<file path="config.mk">
export PLATFORM = sky130hd
export DESIGN_NAME = match_sequencer
export DESIGN_NICKNAME = d
export VERILOG_FILES = /design/src/rtl/pm_pkg.sv /design/src/rtl/window_cmp.sv /design/src/rtl/match_sequencer.sv
export SDC_FILE = /design/constraint.sdc
export NUM_CORES = 1
export LEC_CHECK = 0
export ABC_AREA = 1
export CORE_MARGIN = 5
export CORE_UTILIZATION = 37
export CTS_CLUSTER_SIZE = 24
export DETAILED_ROUTE_END_ITERATION = 12
export GPL_TIMING_DRIVEN = 0
export PLACE_DENSITY = 0.55
export SLEW_MARGIN = 5
export SYNTH_ARGS = -nofsm -noshare
export SYNTH_HDL_FRONTEND = slang
export SYNTH_SLANG_ARGS = --single-unit
</file>
<file path="constraint.sdc">
create_clock -name clk -period 2.7 [get_ports clk]
set_clock_uncertainty 0.15 [all_clocks]
set_input_delay 0.405 -clock clk [delete_from_list [all_inputs] [get_ports clk]]
set_output_delay 0.405 -clock clk [all_outputs]
set_load 0.01 [all_outputs]
</file>
<file path="src/rtl/pm_pkg.sv">
// Shared types and defaults for the pattern-match sequencer.
// Latency: n/a (declarations only).
// Backpressure: n/a.
package pm_pkg;

    // Sequencer states: waiting for pattern, waiting for data, sweeping offsets, holding a report
    typedef enum logic [1:0] {
        IDLE  = 2'd0,
        ARMED = 2'd1,
        SWEEP = 2'd2,
        HOLD  = 2'd3
    } state_e;

    localparam int N_DEF  = 30;
    localparam int CW_DEF = 16;
    localparam int IDX_W  = 32;

endpackage

</file>
<file path="src/rtl/window_cmp.sv">
// Offset mux plus equality compare of one N-bit slice of the {prev, cur} window.
// Latency: combinational.
// Backpressure: none; pure function of its inputs.
module window_cmp #(
    parameter int N  = 30,
    parameter int OW = $clog2(N)
) (
    input  logic [2*N-1:0] w_i,
    input  logic [OW-1:0]  k_i,
    input  logic [N-1:0]   pattern_i,
    output logic           hit_o
);

    // Low half of the mask keeps only the N bits starting at offset k
    localparam logic [2*N-1:0] LOW_MASK = {{N{1'b0}}, {N{1'b1}}};

    logic [2*N-1:0] shifted;

    // Shift the window down by k and compare the low N bits against the pattern
    always_comb begin
        shifted = (w_i >> k_i) & LOW_MASK;
        hit_o   = (shifted == {{N{1'b0}}, pattern_i});
    end

endmodule

</file>
<file path="src/rtl/match_sequencer.sv">
// Captures a pattern chunk, then sweeps every data chunk one offset per cycle and reports hits.
// Latency: chunk_sig rising edge to first compare is 2 cycles; a full sweep is N cycles plus stalls.
// Backpressure: a held report stalls the sweep; one chunk is buffered, further chunks are dropped and flagged.
module match_sequencer
    import pm_pkg::*;
#(
    parameter int N  = N_DEF,
    parameter int CW = CW_DEF,
    parameter int OW = $clog2(N)
) (
    input  logic          clk,
    input  logic          reset,
    input  logic [N-1:0]  chunk_in,
    input  logic          chunk_sig,
    input  logic          clear,
    output logic          match_valid,
    input  logic          match_ready,
    output logic [31:0]   match_chunk,
    output logic [OW-1:0] match_off,
    output logic [CW-1:0] match_count,
    output logic          pattern_loaded,
    output logic          busy,
    output logic          overrun
);

    state_e           state_q;
    logic             sig_q;
    logic [N-1:0]     pattern_q;
    logic [N-1:0]     prev_q;
    logic [N-1:0]     cur_q;
    logic [N-1:0]     pend_q;
    logic             pend_vld_q;
    logic             prev_vld_q;
    logic [IDX_W-1:0] idx_q;
    logic [OW-1:0]    k_q;
    logic             match_valid_q;
    logic [31:0]      match_chunk_q;
    logic [OW-1:0]    match_off_q;
    logic [CW-1:0]    match_count_q;
    logic             pattern_loaded_q;
    logic             overrun_q;

    logic             evt;
    logic             k_last;
    logic             in_sweep;
    logic             hit;

    // The first data chunk has no older bits, so only offset 0 is meaningful for it
    always_comb begin
        evt      = chunk_sig & ~sig_q;
        k_last   = prev_vld_q ? (k_q == OW'(N - 1)) : 1'b1;
        in_sweep = (state_q == SWEEP) || (state_q == HOLD);
    end

    window_cmp #(
        .N  (N),
        .OW (OW)
    ) u_cmp (
        .w_i       ({prev_q, cur_q}),
        .k_i       (k_q),
        .pattern_i (pattern_q),
        .hit_o     (hit)
    );

    // Edge register for the chunk strobe; a long strobe yields a single event
    always_ff @(posedge clk or negedge reset) begin
        if (!reset) begin
            sig_q <= 1'b0;
        end else begin
            sig_q <= chunk_sig;
        end
    end

    // Sequencer FSM with pending buffer, report registers and saturating hit counter
    always_ff @(posedge clk or negedge reset) begin
        if (!reset) begin
            state_q          <= IDLE;
            pattern_q        <= '0;
            prev_q           <= '0;
            cur_q            <= '0;
            pend_q           <= '0;
            pend_vld_q       <= 1'b0;
            prev_vld_q       <= 1'b0;
            idx_q            <= '0;
            k_q              <= '0;
            match_valid_q    <= 1'b0;
            match_chunk_q    <= '0;
            match_off_q      <= '0;
            match_count_q    <= '0;
            pattern_loaded_q <= 1'b0;
            overrun_q        <= 1'b0;
        end else if (clear) begin
            state_q          <= IDLE;
            pattern_q        <= '0;
            prev_q           <= '0;
            cur_q            <= '0;
            pend_q           <= '0;
            pend_vld_q       <= 1'b0;
            prev_vld_q       <= 1'b0;
            idx_q            <= '0;
            k_q              <= '0;
            match_valid_q    <= 1'b0;
            match_chunk_q    <= '0;
            match_off_q      <= '0;
            match_count_q    <= '0;
            pattern_loaded_q <= 1'b0;
            overrun_q        <= 1'b0;
        end else begin
            // Chunks arriving mid-sweep park in the single pending slot or are dropped
            if (evt && in_sweep) begin
                if (!pend_vld_q) begin
                    pend_q     <= chunk_in;
                    pend_vld_q <= 1'b1;
                end else begin
                    overrun_q  <= 1'b1;
                end
            end

            case (state_q)
                IDLE: begin
                    if (evt) begin
                        pattern_q        <= chunk_in;
                        pattern_loaded_q <= 1'b1;
                        state_q          <= ARMED;
                    end
                end
                ARMED: begin
                    // The buffered chunk is older, so it goes first; a new event refills the slot
                    if (pend_vld_q) begin
                        cur_q   <= pend_q;
                        k_q     <= '0;
                        state_q <= SWEEP;
                        if (evt) begin
                            pend_q <= chunk_in;
                        end else begin
                            pend_vld_q <= 1'b0;
                        end
                    end else if (evt) begin
                        cur_q   <= chunk_in;
                        k_q     <= '0;
                        state_q <= SWEEP;
                    end
                end
                SWEEP: begin
                    if (hit) begin
                        match_valid_q <= 1'b1;
                        match_chunk_q <= idx_q;
                        match_off_q   <= k_q;
                        if (match_count_q != {CW{1'b1}}) begin
                            match_count_q <= match_count_q + 1'b1;
                        end
                        state_q <= HOLD;
                    end else if (k_last) begin
                        prev_q     <= cur_q;
                        prev_vld_q <= 1'b1;
                        idx_q      <= idx_q + 32'd1;
                        state_q    <= ARMED;
                    end else begin
                        k_q <= k_q + 1'b1;
                    end
                end
                HOLD: begin
                    if (match_ready) begin
                        match_valid_q <= 1'b0;
                        if (k_last) begin
                            prev_q     <= cur_q;
                            prev_vld_q <= 1'b1;
                            idx_q      <= idx_q + 32'd1;
                            state_q    <= ARMED;
                        end else begin
                            k_q     <= k_q + 1'b1;
                            state_q <= SWEEP;
                        end
                    end
                end
                default: state_q <= IDLE;
            endcase
        end
    end

    assign match_valid    = match_valid_q;
    assign match_chunk    = match_chunk_q;
    assign match_off      = match_off_q;
    assign match_count    = match_count_q;
    assign pattern_loaded = pattern_loaded_q;
    assign overrun        = overrun_q;
    assign busy           = in_sweep;

endmodule
</file>
==> results of run 1 <==
critical path, cell delays in order, from the launching register on:
cell and delay (ns):
dfrtp_2 0.47, buf_12 0.18, inv_16 0.10, clkbuf_16 0.18, nand2_8 0.06, nand3_4 0.08
nand3_2 0.11, nand3_1 0.19, nand3_2 0.14, nand2_1 0.10, nand2_1 0.06, a21oi_2 0.15
nand3_2 0.11, nor2_4 0.22, nand3_4 0.12, nand2_4 0.11, nand2_4 0.07, buf_12 0.16
clkbuf_16 0.16, nand3_4 0.07, nand2_1 0.07
kinds of logic (layout without fill, tap and decap cells):
kind of cell / after synthesis / after routing
and+or+nand+nor: 1162 / 1162
AOI/OAI and AO/OA: 282 / 282
xor gates and xnor gates: 34 / 34
DFF: 218 / 218
adders and majority gates: 4 / 4
buffers and inverters: 261 / 415
timing repair:
action | 4_1_cts | 5_1_grt
pin swaps | 14 | 50
endpoints found under the setup margin | 124 | 124
hold endpoints to repair | 44 | 0
buffers inserted | 8 | 1
gates resized for setup | 188 | 302
gates cloned | 1 | 6
hold buffers | 1 | 0
synthesized netlist by cell type, drive strengths merged:
cell type,instances
clkbuf,67
o221ai,1
nand3,500
a21oi,42
ha,4
buf,67
nor3,14
o22ai,30
dfrtp,218
nand4,10
or2,10
and3b,1
o21ai,176
o31ai,31
nand2,538
a41oi,1
a221oi,1
nor4,9
inv,127
nand3b,2
xnor2,4
nor2,78
xor2,30
sequential cells by signal, summed over array words and instances, names as in the netlist:
signal          flops
overrun             1
pattern_q          30
match_chunk        32
k_q                 5
match_off           5
pend_q             30
sig_q               1
match_count        16
idx_q              32
cur_q              30
prev_q             30
state_q             2
pend_vld_q          1
match_valid         1
prev_vld_q          1
pattern_loaded      1
final cells by class:
type | instances | area [um2] | share of cell area
Clock buffer | 37 | 751 | 0.0412
Sequential cell | 218 | 5460 | 0.300
Buffer | 133 | 950 | 0.0522
Tap cell | 468 | 586 | 0.0322
Timing Repair Buffer | 108 | 1200 | 0.0659
Timing Repair inverter | 1 | 8.76 | 0.000481
Clock inverter | 9 | 98.8 | 0.00543
Inverter | 127 | 495 | 0.0272
Multi-Input combinational cell | 1482 | 8660 | 0.476
report_power, final:
group	switching (mW)	internal (mW)	total, mW
combinational	3.27	1.88	5.16
sequential	0.691	3.74	4.43
clock	1.41	2.11	3.52
total	5.38	7.73	13.1
how the worst max path moves through the flow:
stage | start | slack [ns] | endpoint | cells past startpoint
floorplan | k_q[0] | 0.13 | idx_q[1] | 22
global placement | reset | -8.76 | pattern_q[17] | 1
detailed placement | k_q[0] | -0.89 | idx_q[6] | 20
CTS | k_q[0] | -0.39 | prev_q[13] | 22
global route | k_q[0] | -0.59 | prev_q[10] | 22
finish | k_q[0] | -0.49 | prev_q[10] | 20
per-layer routing:
metal / GRT usage / share of wire / vias up
met5: 0 / 0 / -
met1: 0.378 / 0.45 / 7146
met2: 0.395 / 0.44 / 662
met3: 0.0387 / 0.075 / 114
li1: - / - / 6900
met4: 0.0696 / 0.032 / 0
==> summary.txt, run 1 <==
Cells and area
  • Share of cells above drive strength 1: 0.224
  • Fin util: 0.500
  • # fillers: 3583
  • Commonest non-fill, non-tap cell in the layout: nand2_1
  • Final Instance Area: 18200 um2
  • Most frequent cells in the layout: nand2_1, nand3_1, dfrtp_1
  • Antenna cells: 0
  • # nets final: 2135
  • Final non-filler cell total: 2583
  • Area delta synth->final: 34.1%

Clock tree
  • Clk slew on worst S/H paths: 0.06 ns
  • Clock root buffer: clkbuf_16
  • Num CTS Buffers: 25
  • Total clock sinks: 218
  • H-Tree Depth: 1
  • Max Root-Sink Buffers: 3
  • CTS tree: built
  • Clock latency on the worst-skew pair: 0.55 ns

Worst setup path
  • RR Startpoint: k_q[0]
  • CP Launch Type: register
  • Crit path kind: register to register
  • Worst setup EP type: register
  • CP Max Fanout: 8
  • Reg2reg setup slack: -0.49 ns
  • Reg-to-Reg End: prev_q[10]
  • Depth of the most critical reg-to-reg path: 20
  • Critical path required time: 2.98 ns
  • CP Data Arrival Time: 3.47 ns

Placed design
  • Setup WS pre-CTS: -0.886 ns
  • RePlAce Congestion: 0.982
  • Placed cell area: 15100 um2
  • Placed Cells: 2521
  • HPWL after DPL: 40800 um
  • I/O Buffers: 90

Timing
  • Final period util: 1.18
  • Hold WS: 0.186 ns
  • Fin worst setup slack: -0.490 ns
  • Relative slew margins: 0.322
  • RSZ-0062 raised after global routing: true
  • Fin crit period: 3.19 ns
  • Final Hold Viols: 0
  • TNS Setup: -49.89 ns
  • Fmax: 0.313 GHz
  • Max Slew Vio Count: 0
  • Slew @ Worst Pin: 1.02 ns
  • Final setup viols: 124

Drt
  • Drt pass-1 iters: 8
  • DRC violations left: 0
  • Antenna viol nets, final: 0
  • DR WL/cell: 21.3 um
  • Number of DRC markers in iteration 0: 1566
  • Vias: 14822
  • Post-Route WL: 55100 um
  • Vias/cell: 5.74

Yosys
  • Cells after Synth: 1961
  • Syn. warnings: 0
  • Share of synthesized area occupied by flip-flops and latches: 0.402
  • Post-Syn Area: 13600 um2
  • Yosys top cell by area: dfrtp_1
  • Post-synthesis xor/xnor area fraction: 0.0219
  • Syn Nets: 2000
  • Synth Area in Compound Gates: 0.113
  • Proportion of synthesized area in mux cells: 0
  • Largest cells by area after synthesis: dfrtp_1, nand3_1, nand2_1
  • Simple-gate share of the synthesized area: 0.376
  • Syn Area/Cell: 6.92 um2
  • Largest family of logic cells by synthesized area: simple AND/OR/NAND/NOR gates
  • Adder-cell share of the synthesized area: 0.00369
  • Top-area cell type share of the netlist area: 0.402
  • Count of cell types in the netlist: 31
  • #FFs+latches synth: 218

Floorplanning
  • DIE WIDTH: 202 um
  • Area of the core: 36400 um2
  • Die area: 40600 um2
  • Io pins: 92
  • Initial Util: 0.373
  • Row Count: 70
  • Die height: 202 um

Flow run
  • Max capacitance violation total: 0

GRT
  • Overflow after GRT: 0
  • Largest net degree at the start of global routing: 106
  • Global-route total usage across every layer: 0.257
  • First-pass GRT wire length: 82900 um
  • Vias in the first global route: 14127
  • Initial antenna violation count: 0

Pwr
  • Pwr dens: 720 nW/um2
  • Maximum vdd drop: 0.000399 V
  • Design Power: 13.1 mW
  • Static Leak: 8.10 nW

Run status
  • Failing checks: setup timing
  • Status: complete, but fails checks

Min path
  • Worst hold-check path type: input port to asynchronous set/reset pin
(Power assumes the default switching activity.)
==> run 2, diff against run 1 <==
PLACE_DENSITY = 0.53   (was 0.55)
clock period = 3.25 ns   (was 2.7 ns; I/O delays follow)
==> run 2 against run 1 <==
Against the previous run:
- the run now ends clean
- final cell count is 0.23% lower
- cell area is 6.6% lower
- utilization is 3.3 points lower
- die area stayed put
- highest routed layer unchanged
==> summary.txt, run 2 (synthesis gave the netlist of run 1 again) <==
Run status
  • Status: finished, final reports clean

Worst setup path
  • CP Cell Sequence: buf_12 > clkinv_8 > buf_8 > nand2_1 > nand3_1 > nand3_1 > nand3_2 > nand3_2 > nand2_1 > nand2_1 > nand2_1 > nand3_1 > nor2_1 > nand2_1 > nor2_4 > nand3_4 > nand2_4 > nand2_2 > buf_8 > buf_6 > nand3_2 > nand2_1
  • Slowest CP cell: dfrtp_2
  • CP Max Fanout: 10 (+2)
  • CP Launch Type: register
  • Largest stage delay, worst path: 0.44 ns (-0.03 ns)
  • Critical path required time: 3.55 ns (+0.57 ns)
  • Most frequent CP cell: nand2_1
  • Worst setup EP type: register
  • CP Data Arrival Time: 3.50 ns (+0.03 ns)
  • Crit path kind: register to register

Drt
  • Antenna viol nets, final: 0 (unchanged)
  • Highest routed layer: met4
  • Vias/cell: 5.61 (-2.2%)
  • M1 wire length: 25700 um (+3.0%)
  • Metal3 WL: 3180 um (-23%)
  • DR WL/cell: 21.2 um (-0.85%)
  • Drt pass-1 iters: 5 (-3)
  • Met2 routed WL: 24100 um (-0.67%)
  • Number of DRC markers in iteration 0: 1364 (-13%)
  • Vias: 14459 (-2.4%)
  • Post-Route WL: 54500 um (-1.1%)
  • DRC violations left: 0 (unchanged)

Cells and area
  • Commonest non-fill, non-tap cell in the layout: nand2_1
  • # nets final: 2130 (-0.23%)
  • Most frequent cells in the layout: nand2_1, nand3_1, dfrtp_1
  • Area delta synth->final: 25.3%
  • Antenna cells: 0 (unchanged)
  • Final non-filler cell total: 2577 (-0.23%)
  • Share of cells above drive strength 1: 0.133 (-0.0909)

Clock tree
  • Clock latency on the worst-skew pair: 0.56 ns (about the same)
  • Clk slew on worst S/H paths: 0.06 ns (about the same)
  • Total clock sinks: 218 (unchanged)
  • H-Tree Depth: 1 (unchanged)
  • Clock root buffer: clkbuf_16
  • Max Root-Sink Buffers: 3 (unchanged)
  • Num CTS Buffers: 26 (+4.0%)
  • CTS tree: built

GRT
  • Largest net degree at the start of global routing: 109 (+2.8%)
  • Initial antenna violation count: 0 (unchanged)
  • Global-route total usage across every layer: 0.259 (+0.00256)
  • Overflow after GRT: 0 (unchanged)
  • First-pass GRT wire length: 83200 um (+0.32%)
  • Vias in the first global route: 13645 (-3.4%)

Floorplanning
  • Die height: 202 um (unchanged)
  • Row Count: 70 (unchanged)
  • Die area: 40600 um2 (unchanged)
  • Io pins: 92 (unchanged)
  • Area of the core: 36400 um2 (unchanged)
  • Initial Util: 0.373 (unchanged)
  • DIE WIDTH: 202 um (unchanged)

Placed design
  • I/O Buffers: 90 (unchanged)
  • RePlAce Congestion: 0.946 (-3.7%)
  • Placed Cells: 2521 (unchanged)
  • HPWL after DPL: 41400 um (+1.5%)

Timing
  • Max Slew Vio Count: 0 (unchanged)
  • Final period util: 0.986 (-0.196)
  • Final setup viols: 0 (-100%)
  • Hold WS: 0.150 ns (-0.0365 ns)
  • Relative slew margins: 0.467 (+0.145)
  • Slew @ Worst Pin: 0.792 ns (-0.225 ns)
  • Fmax: 0.312 GHz (-0.41%)
  • Final Hold Viols: 0 (unchanged)
  • RSZ-0062 raised after global routing: true
  • Fin crit period: 3.20 ns (+0.0132 ns)
  • TNS Setup: 0 ns (+49.89 ns)

Pwr
  • Maximum vdd drop: 0.000389 V (-2.6%)
  • Pwr dens: 618 nW/um2 (-14%)
  • Static Leak: 7.62 nW (-5.9%)
  • Design Power: 10.5 mW (-20%)

Flow run
  • Max capacitance violation total: 0 (unchanged)

Min path
  • Worst hold-check path type: input port to asynchronous set/reset pin
run 2: cell count changes in the layout (fill, tap and decap cells not counted), sizes merged:
| cell | previous run | this run |
|---|---|---|
| buf | 76 | 81 |
| bufinv | 2 | 5 |
| clkbuf | 112 | 98 |
| clkinvlp | 0 | 3 |
| inv | 129 | 126 |
run 2: path summary, 6_finish.rpt:
check,start,to,slack (ns),cells past startpoint
worst max-delay path,k_q[0],prev_q[14],0.05,22
worst min-delay path,reset,match_chunk[26],0.15,2
worst max register to register,k_q[0],prev_q[14],0.05,22
worst min register to register,prev_vld_q,prev_vld_q,0.35,2
max in group asynchronous,reset,pattern_q[21],1.45,4
min in group clk,chunk_sig,sig_q,0.30,1
run 2: where the power goes:
group / internal [mW] / switching [mW] / leakage [nW]
sequential: 3.11 / 0.513 / 2.95
combinational: 1.25 / 2.41 / 4.21
clock: 1.99 / 1.25 / 0.458
total: 6.34 / 4.17 / 7.62
run 2: routing by layer:
metal	vias to the layer above	GRT usage
li1	6884	-
met1	6979	0.392
met2	512	0.401
met3	84	0.0245
met4	0	0.0627
met5	-	0
run 2: critical path: cells and delay by family, from the launching register on:
kind | cells | cell delay [ns]
flip-flops | 1 | 0.44
buffers and inverters | 5 | 0.68
AND/OR/NAND/NOR | 17 | 1.78
run 2: layout make-up:
class                           count  area [um2]
Fill cell                        3739       19400
Multi-Input combinational cell   1482        7600
Sequential cell                   218        5460
Timing Repair Buffer              102        1050
Buffer                            133         850
Clock buffer                       34         731
Tap cell                          468         586
Inverter                          127         493
Clock inverter                     12         219
Timing Repair inverter              1        8.76
run 2: metrics by stage:
stage                      util  worst slack [ns]  cell area [um2]
after floorplan               -             0.684            13600
after global placement    0.413             -8.45            15100
after detailed placement  0.415            -0.457            15100
after CTS                 0.447          0.000944            16300
after global routing      0.467            -0.144            17000
final                     0.467            0.0468            17000
run 2: repair_timing:
item | 4_1_cts | 5_1_grt
endpoints found under the hold margin | 110 | 0
hold buffers | 1 | 0
gates resized for setup | 64 | 182
gates cloned | 0 | 1
pin swaps | 3 | 10
buffers inserted | 4 | 5
endpoints found under the setup margin | 122 | 123
==> run 3, diff against run 2 <==
RECOVER_POWER = 100   (was not set)
SETUP_SLACK_MARGIN = 0.5   (was not set)
==> run 3 against run 2 <==
Against the previous run:
- the flow now finishes with violations (capacitance limit, slew limit)
- worst setup slack lost 0.0027 ns
- clock-buffer cell count is the same
- largest cell class unchanged
- clock power is essentially flat
- final cell count grew 0.27%
- critical path type unchanged
- critical endpoint is now prev_q[17]
- critical path depth is the same
- sequential power is essentially flat
- combinational power grew 3%
- utilization grew 0.53 points
- sequential share of layout area shrank 0.36 points
- total power grew 1.1%
- non-clock buffer count grew 7
- worst hold slack lost 0.016 ns
==> summary.txt, run 3 (synthesis gave the netlist of run 1 again) <==
Drt
  • Number of DRC markers in iteration 0: 1470 (+7.8%)
  • Drt pass-1 iters: 6 (+1)
  • DRC violations left: 0 (unchanged)
  • DR WL/cell: 21.3 um (+0.48%)
  • Antenna viol nets, final: 0 (unchanged)
  • Vias: 14559 (+0.69%)
  • Post-Route WL: 55000 um (+0.75%)
  • Vias/cell: 5.63 (+0.42%)

Clock tree
  • Clock latency on the worst-skew pair: 0.56 ns (about the same)
  • CTS tree: built
  • H-Tree Depth: 1 (unchanged)
  • Num CTS Buffers: 26 (unchanged)
  • Max Root-Sink Buffers: 3 (unchanged)
  • Clock root buffer: clkbuf_16
  • Total clock sinks: 218 (unchanged)
  • Clk slew on worst S/H paths: 0.06 ns (about the same)

Timing
  • Max Slew Vio Count: 108 (+108)
  • Slew @ Worst Pin: 1.59 ns (+0.802 ns)
  • Relative slew margins: -0.0630 (-0.530)
  • Final Hold Viols: 0 (unchanged)
  • TNS Setup: 0 ns (unchanged)
  • Fin crit period: 3.21 ns (+0.00267 ns)
  • Final setup viols: 0 (unchanged)
  • Fin worst setup slack: 0.0441 ns (-0.00267 ns)
  • RSZ-0062 raised after global routing: true
  • Hold WS: 0.134 ns (-0.0160 ns)
  • Fmax: 0.312 GHz (about the same)
  • Final period util: 0.986 (about the same)

GRT
  • Largest net degree at the start of global routing: 109 (unchanged)
  • Vias in the first global route: 13738 (+0.68%)
  • Overflow after GRT: 0 (unchanged)
  • First-pass GRT wire length: 84100 um (+1.2%)
  • Global-route total usage across every layer: 0.262 (+0.00267)
  • Initial antenna violation count: 0 (unchanged)

Flow run
  • Max capacitance violation total: 1 (+1)

Cells and area
  • Commonest non-fill, non-tap cell in the layout: nand2_1
  • Most frequent cells in the layout: nand2_1, nand3_1, dfrtp_1
  • # fillers: 3727 (-0.32%)
  • Area delta synth->final: 26.7%
  • Antenna cells: 0 (unchanged)
  • Sequential cell area: 5460 um2 (unchanged)
  • # nets final: 2137 (+0.33%)
  • Share of cells above drive strength 1: 0.145 (+0.0118)
  • Multi-input logic area: 7730 um2 (+1.7%)

Min path
  • Worst hold-check path type: input port to asynchronous set/reset pin

Floorplanning
  • Area of the core: 36400 um2 (unchanged)
  • Row Count: 70 (unchanged)
  • Initial Util: 0.373 (unchanged)
  • Io pins: 92 (unchanged)
  • DIE WIDTH: 202 um (unchanged)
  • Die height: 202 um (unchanged)
  • Die area: 40600 um2 (unchanged)

Worst setup path
  • CP Launch Type: register
  • Critical path required time: 3.54 ns (about the same)
  • Largest stage delay, worst path: 0.47 ns (+0.03 ns)
  • Slowest CP cell: dfrtp_2
  • CP Max Fanout: 10 (unchanged)
  • RR Startpoint: k_q[0]
  • Most frequent CP cell: nand2_1
  • Worst setup EP type: register
  • CP Data Arrival Time: 3.50 ns (about the same)
  • Crit path kind: register to register
  • CP Cell Sequence: buf_8 > inv_8 > buf_8 > nand2_1 > nand3_1 > nand3_2 > nand3_1 > nand3_2 > nand2_1 > nand2_1 > nand2_1 > nand2_1 > nor2_1 > nand2_2 > nor2_4 > nand3_4 > nand2_4 > nand2_4 > buf_8 > buf_12 > nand3_2 > nand2_1
  • Crit path from: k_q[0]

Pwr
  • Pwr dens: 617 nW/um2 (about the same)
  • Maximum vdd drop: 0.000386 V (-0.66%)
  • Static Leak: 7.92 nW (+3.9%)

Run status
  • Failing checks: capacitance limit, slew limit
  • Status: complete, but fails checks

Placed design
  • RePlAce Congestion: 0.946 (unchanged)
  • I/O Buffers: 90 (unchanged)
  • HPWL after DPL: 41400 um (unchanged)
  • Setup WS pre-CTS: -0.457 ns (unchanged)
run 3: where the power goes:
group / switching, mW / internal, mW / total [mW]
registers: 0.522 / 3.11 / 3.63
clock network: 1.25 / 1.99 / 3.23
logic: 2.45 / 1.31 / 3.76
run 3: worst paths after layout:
kind / depth (start not counted) / endpoint / slack (ns)
min in group clk: 2 / prev_vld_q / 0.34
worst min-delay path: 2 / match_chunk[26] / 0.13
worst min register to register: 2 / prev_vld_q / 0.34
max in group asynchronous: 4 / pattern_q[21] / 0.59
worst max-delay path: 22 / prev_q[17] / 0.04
worst max register to register: 22 / prev_q[17] / 0.04
run 3: final cells by class:
class | count | area share
clock buffers | 34 | 0.0425
multi-input cells | 1482 | 0.450
plain buffers | 134 | 0.0505
repair buffers | 108 | 0.0643
clock inverters | 12 | 0.0127
well taps | 468 | 0.0341
flip-flops and latches | 218 | 0.317
repair inverters | 1 | 0.000364
inverters | 127 | 0.0284
run 3: per-stage QoR:
step | util | power [mW] | std cells | area (um2)
floorplan | - | 5.70 | 1961 | 13600
global placement | 0.413 | 6.88 | 2519 | 15100
detailed placement | 0.415 | 6.91 | 2521 | 15100
CTS | 0.465 | 10.5 | 2581 | 16900
global route | 0.472 | 11.2 | 2584 | 17200
finish | 0.472 | 10.6 | 2584 | 17200
run 3: timing repair:
action / in CTS / in global routing
endpoints found under the setup margin: 124 / 124
hold endpoints to repair: 110 / 0
resized for setup: 191 / 75
hold buffers: 1 / 0
pin swaps: 17 / 10
buffers inserted: 11 / 2
cloned: 2 / 1
run 3: worst max-delay path: cells and delay by family (launching register included):
family / cells / cell delay, ns
simple gates: 17 / 1.75
buf+inv: 5 / 0.70
flops: 1 / 0.47
run 3: routing by layer:
| layer | global-route usage | wire [um] |
|---|---|---|
| met1 | 0.396 | 25900 |
| met2 | 0.405 | 24200 |
| met3 | 0.0234 | 3250 |
| met4 | 0.0649 | 1660 |
| met5 | 0 | 0 |
